`src/rtl/pipe_ctrl_pkg.sv`:
```
// Shared constants for the pipeline control unit.
// Control-word encodings and the opcodes it decodes.
package pipe_ctrl_pkg;

    localparam int CTRL_W = 2;

    localparam logic [1:0] CTRL_STATE_Default = 2'b00;
    localparam logic [1:0] CTRL_STATE_Stalled = 2'b01;
    localparam logic [1:0] CTRL_STATE_Bubble  = 2'b10;

    localparam logic [6:0] Opcode_Load  = 7'b0000011;
    localparam logic [6:0] Opcode_Fence = 7'b0001111;

endpackage

```
`src/rtl/pipe_ctrl_hazard_detect.sv`:
```
// Load-use comparator: a load in EX feeds a source of the
// instruction in ID, so ID must wait one cycle.
module hazard_detect
    import pipe_ctrl_pkg::*;
(
    input  logic [4:0] id_rs1_addr_i,
    input  logic [4:0] id_rs2_addr_i,
    input  logic       id_rs1_read_i,
    input  logic       id_rs2_read_i,
    input  logic [6:0] ex_opcode_i,
    input  logic [4:0] ex_rd_addr_i,
    input  logic       ex_wreg_i,
    output logic       load_use_o
);

    logic ex_load;
    logic rs1_hit;
    logic rs2_hit;

    assign ex_load = (ex_opcode_i == Opcode_Load) && ex_wreg_i
                     && (ex_rd_addr_i != 5'd0);
    assign rs1_hit = id_rs1_read_i && (id_rs1_addr_i == ex_rd_addr_i);
    assign rs2_hit = id_rs2_read_i && (id_rs2_addr_i == ex_rd_addr_i);

    assign load_use_o = ex_load && (rs1_hit || rs2_hit);

endmodule

```
`src/rtl/pipe_ctrl.sv`:
```
// Pipeline control unit: per-stage hold/squash/advance words.
// Optional perf counters under PIPE_CTRL_PERF_EN.
module pipe_ctrl
    import pipe_ctrl_pkg::*;
#(
    parameter int DRAIN_CYCLES = 3,
    parameter int MEM_TIMEOUT  = 1024
) (
    input  logic        clk,
    input  logic        rst,
    input  logic [4:0]  id_rs1_addr_i,
    input  logic [4:0]  id_rs2_addr_i,
    input  logic        id_rs1_read_i,
    input  logic        id_rs2_read_i,
    input  logic [6:0]  id_opcode_i,
    input  logic [6:0]  ex_opcode_i,
    input  logic [4:0]  ex_rd_addr_i,
    input  logic        ex_wreg_i,
    input  logic        ex_branch_taken_i,
    input  logic        mem_req_i,
    input  logic        mem_ready_i,
    output logic [1:0]  pc_ctrl_o,
    output logic [1:0]  if_id_ctrl_o,
    output logic [1:0]  id_ex_ctrl_o,
    output logic [1:0]  ex_mem_ctrl_o,
    output logic [1:0]  mem_wb_ctrl_o,
`ifdef PIPE_CTRL_PERF_EN
    output logic [63:0] perf_stall_cnt_o,
    output logic [63:0] perf_flush_cnt_o,
`endif
    output logic        mem_timeout_o
);

    localparam int TW = $clog2(MEM_TIMEOUT + 1);

    typedef enum logic {
        S_RUN,
        S_DRAIN
    } state_e;

    state_e        state_q, state_d;
    logic [3:0]    cnt_q, cnt_d;
    logic [TW-1:0] to_q, to_d;
    logic          timeout_q, timeout_d;

    logic mem_wait;
    logic load_use;
    logic drain_act;
    logic flush;

    hazard_detect u_hazard (
        .id_rs1_addr_i (id_rs1_addr_i),
        .id_rs2_addr_i (id_rs2_addr_i),
        .id_rs1_read_i (id_rs1_read_i),
        .id_rs2_read_i (id_rs2_read_i),
        .ex_opcode_i   (ex_opcode_i),
        .ex_rd_addr_i  (ex_rd_addr_i),
        .ex_wreg_i     (ex_wreg_i),
        .load_use_o    (load_use)
    );

    assign mem_wait  = mem_req_i && !mem_ready_i;
    assign drain_act = ((state_q == S_DRAIN) && (cnt_q != 4'd0))
                       || ((state_q == S_RUN) && (id_opcode_i == Opcode_Fence));

    always_comb begin
        pc_ctrl_o     = CTRL_STATE_Default;
        if_id_ctrl_o  = CTRL_STATE_Default;
        id_ex_ctrl_o  = CTRL_STATE_Default;
        ex_mem_ctrl_o = CTRL_STATE_Default;
        mem_wb_ctrl_o = CTRL_STATE_Default;
        state_d       = state_q;
        cnt_d         = cnt_q;
        flush         = 1'b0;

        priority case (1'b1)
            mem_wait: begin
                pc_ctrl_o     = CTRL_STATE_Stalled;
                if_id_ctrl_o  = CTRL_STATE_Stalled;
                id_ex_ctrl_o  = CTRL_STATE_Stalled;
                ex_mem_ctrl_o = CTRL_STATE_Stalled;
                mem_wb_ctrl_o = CTRL_STATE_Bubble;
            end
            ex_branch_taken_i: begin
                if_id_ctrl_o = CTRL_STATE_Bubble;
                id_ex_ctrl_o = CTRL_STATE_Bubble;
                state_d      = S_RUN;
                cnt_d        = 4'd0;
                flush        = 1'b1;
            end
            drain_act: begin
                pc_ctrl_o    = CTRL_STATE_Stalled;
                if_id_ctrl_o = CTRL_STATE_Stalled;
                id_ex_ctrl_o = CTRL_STATE_Bubble;
                // The fence stays in ID while draining, so even a
                // one-bubble drain enters DRAIN (count 0) to let it pass.
                if (state_q == S_RUN) begin
                    state_d = S_DRAIN;
                    cnt_d   = 4'(DRAIN_CYCLES - 1);
                end else begin
                    cnt_d = cnt_q - 4'd1;
                end
            end
            load_use: begin
                pc_ctrl_o    = CTRL_STATE_Stalled;
                if_id_ctrl_o = CTRL_STATE_Stalled;
                id_ex_ctrl_o = CTRL_STATE_Bubble;
            end
            default: begin
                state_d = S_RUN;
            end
        endcase

        if (rst) begin
            pc_ctrl_o     = CTRL_STATE_Bubble;
            if_id_ctrl_o  = CTRL_STATE_Bubble;
            id_ex_ctrl_o  = CTRL_STATE_Bubble;
            ex_mem_ctrl_o = CTRL_STATE_Bubble;
            mem_wb_ctrl_o = CTRL_STATE_Bubble;
            flush         = 1'b0;
        end
    end

    always_comb begin
        to_d      = '0;
        timeout_d = timeout_q;
        if (mem_wait) begin
            to_d = (to_q == TW'(MEM_TIMEOUT)) ? to_q : to_q + TW'(1);
            if (to_q >= TW'(MEM_TIMEOUT - 1)) begin
                timeout_d = 1'b1;
            end
        end
    end

    always_ff @(posedge clk) begin
        if (rst) begin
            state_q   <= S_RUN;
            cnt_q     <= 4'd0;
            to_q      <= '0;
            timeout_q <= 1'b0;
        end else begin
            state_q   <= state_d;
            cnt_q     <= cnt_d;
            to_q      <= to_d;
            timeout_q <= timeout_d;
        end
    end

    assign mem_timeout_o = timeout_q;

`ifdef PIPE_CTRL_PERF_EN
    logic [63:0] stall_q;
    logic [63:0] flush_q;

    always_ff @(posedge clk) begin
        if (rst) begin
            stall_q <= '0;
            flush_q <= '0;
        end else begin
            if (pc_ctrl_o == CTRL_STATE_Stalled) begin
                stall_q <= stall_q + 64'd1;
            end
            if (flush) begin
                flush_q <= flush_q + 64'd1;
            end
        end
    end

    assign perf_stall_cnt_o = stall_q;
    assign perf_flush_cnt_o = flush_q;
`else
    logic unused_flush;
    assign unused_flush = flush;
`endif

endmodule
```
`config.mk`:
```
export PLATFORM = sky130hd
export DESIGN_NAME = pipe_ctrl
export DESIGN_NICKNAME = d
export VERILOG_FILES = /design/src/rtl/pipe_ctrl_pkg.sv /design/src/rtl/pipe_ctrl_hazard_detect.sv /design/src/rtl/pipe_ctrl.sv
export SDC_FILE = /design/constraint.sdc
export NUM_CORES = 1
export LEC_CHECK = 0
export ABC_AREA = 0
export ABC_CLOCK_PERIOD_IN_PS = 4200
export BUFFER_PORTS_ARGS = -buffer_cell sky130_fd_sc_hd__buf_4
export CORE_MARGIN = 2
export CORE_UTILIZATION = 50
export DETAILED_ROUTE_END_ITERATION = 10
export PLACE_DENSITY = 0.92
export SLEW_MARGIN = 40
export SYNTH_ARGS = -nofsm -noshare
export SYNTH_HDL_FRONTEND = slang
export SYNTH_SLANG_ARGS = --single-unit
export TNS_END_PERCENT = 1
```
`constraint.sdc`:
```
create_clock -name clk -period 4.2 [get_ports clk]
set_input_delay 1.05 -clock clk [delete_from_list [all_inputs] [get_ports clk]]
set_output_delay 1.05 -clock clk [all_outputs]
set_load 0.05 [all_outputs]
```
==> results.md <==
* Status: finished clean
* TritonCTS clock tree: done
* Pre-antenna DRT Iters at 4
* Drt drc at 0
* Leak pwr at 0.595 nW
* WS Path Type: input port to output pin
* Syn Std Cell Area at 0.00115 mm²
* EDFF count, synth at 0
* Most frequent cell after synthesis: dfxtp_1
* Clock Tree Root: clkbuf_4
* Post-synth ARST share at 0
* Max VDD drop at 0.000193 V
* Routed Antenna Nets at 0
* FF-to-FF Start: cnt_q[0]
* Die area at 0.00270 mm²
* Tcrit/Tclk final at 0.863
* Via count at 1180
* FF-to-FF path depth at 6
* Nature of the critical path endpoint: output pin
* Hold Vio Cnt, Final at 0
* Commonest cells in the netlist: dfxtp_1, xor2_1, nor2_1
* FF-to-FF End: cnt_q[2]
* Mean post-synth cell area at 8.39 µm²
* Flop2flop setup slack at 2.49 ns
* Vias in the first global route at 1111
* Via/cell ratio at 5.70
* Synth area leaders: dfxtp_1, xor2_1, xnor2_1
* Initial antenna violation count at 0
* Die W at 52.0 µm
* Top FF cell, synth: dfxtp_1
* Std-Cell Rows at 17
* GP Congestion at 0.835
* Initial DRC Count at 31
* CP Data Arrival Time at 2.57 ns
* Max Slew Vio Count at 0
* MaxCap Viol Count at 0
* Chip height at 52.0 µm
* RSZ-0062 raised after global routing: no
* Maximum clock rate at 276 MHz
* Utilization after layout at 0.690
* PwrDens at 223 mW/mm²
* Routed WL at 2890 µm
* Largest net degree at the start of global routing at 11
* Crit-path max FO at 3
* Unique masters post-synth at 46
* Non-filler cells, final at 207
* Total CTS buffers at 3
* CTS max path bufs at 2
* First-pass GRT wire length at 4750 µm
* Dominant cell type by area after synthesis: dfxtp_1
* Top Ports at 48
* Sequential area share after synthesis at 0.296
* Setup Viol. Count Final at 0
* Drt wl/cell at 13.9 µm
* Post-Synthesis Cells at 137
* Cells on Worst Hold Path at 2
* Startpoint types: input port
* Hold Startpoint: cnt_q[0]
* Share of the synthesized area in the top cell type at 0.296
* Clock Sinks at 17
* Post-CTS resize count at 0
* Clock-pin slew on the worst setup and hold paths at 0.11 ns
* # hold bufs at CTS at 0
* Core ar. at 0.00219 mm²
* Count of buffers from port buffering at 46
* Fin nets at 220
* N_diodes at 0
* #FFs+latches synth at 17
* GRT overflow at 0
* Min Tclk post-route at 3.62 ns
* Total global-route track usage at 0.232
* Post-Route Skew at 0.00931 ns
* H-tree depth at 1
* Syn_nets at 177
* Share of cells above drive strength 1 at 0.324
* Worst EP required at 3.15 ns
* Initial Util at 0.525
* Synth Warn # at 0
* Final HPWL DP at 2370 µm
* Hold Slack at 0.525 ns
* Area Overhead vs Synth at 31.4%
* Dpl cells at 203
* Min-Delay Endpoint: cnt_q[0]
* Post-CTS repair timing setup buffer count at 0
* Clk_lat worst skew at 0.30 ns
* Setup TNS at 0 ns
* Worst Hold Class: register to register
where the power goes:
part           internal [mW]  switching, mW
clock                 0.0370         0.0553
sequential             0.162       0.000570
combinational         0.0377         0.0443
cell usage in the layout, fill, tap and decap left out, types with 5 or more instances in the layout:
cell type,instances
nand3_1,7
xor2_1,12
inv_1,5
dfxtp_1,17
a21oi_1,5
nor4_1,6
xnor2_1,5
nand2_1,7
buf_4,46
nor2_1,10
per-stage QoR:
stage / power (mW) / cell area, µm² / worst slack, ns
2_1_floorplan: 0.208 / 1150 / 0.0615
3_3_place_gp: 0.244 / 1490 / 0.611
3_5_place_dp: 0.248 / 1490 / 0.580
4_1_cts: 0.336 / 1510 / 0.562
5_1_grt: 0.347 / 1510 / 0.429
6_report: 0.336 / 1510 / 0.577
worst max path at each step:
stage	start	end	slack, ns	depth (start not counted)
6_report	ex_opcode_i[3]	id_ex_ctrl_o[1]	0.58	6
5_1_grt	ex_opcode_i[3]	id_ex_ctrl_o[1]	0.43	6
4_1_cts	ex_opcode_i[3]	id_ex_ctrl_o[1]	0.56	6
3_5_place_dp	ex_opcode_i[3]	id_ex_ctrl_o[1]	0.58	6
3_3_place_gp	ex_opcode_i[3]	id_ex_ctrl_o[1]	0.61	6
2_1_floorplan	ex_opcode_i[3]	id_ex_ctrl_o[1]	0.06	4
state kept, by name, indices dropped and copies added, names as in the netlist:
name / count
to_q: 11
cnt_q: 4
mem_timeout_o: 1
state_q: 1
metal layers:
layer	GRT usage	vias up	wire length (µm)
met5	0	-	0
met4	0.0614	0	49
met3	0.0575	6	211
met2	0.445	60	1570
met1	0.245	540	1060
li1	-	574	-
cell families after synthesis:
| group | synth area share |
|---|---|
| simple gates | 0.294 |
| compound gates | 0.170 |
| xor+xnor | 0.129 |
| flops | 0.296 |
| buf+inv | 0.0664 |
| fa+ha+maj | 0.0326 |
| other cells | 0.00326 |
| mux | 0.00871 |
final cells by class:
type | count | area, µm²
repair buffers | 46 | 345
clock buffers | 4 | 26.3
flip-flops and latches | 17 | 340
fillers | 161 | 679
well taps | 28 | 35.0
multi-input cells | 105 | 738
inverters | 7 | 26.3
worst max-delay path, stage by stage:
cell and delay (ns):
buf_4 0.10, or4b_1 0.50, nor4_1 0.18, o21ai_1 0.16
o311ai_1 0.31, buf_4 0.26
Note: power is estimated with default switching activity, not from simulation.
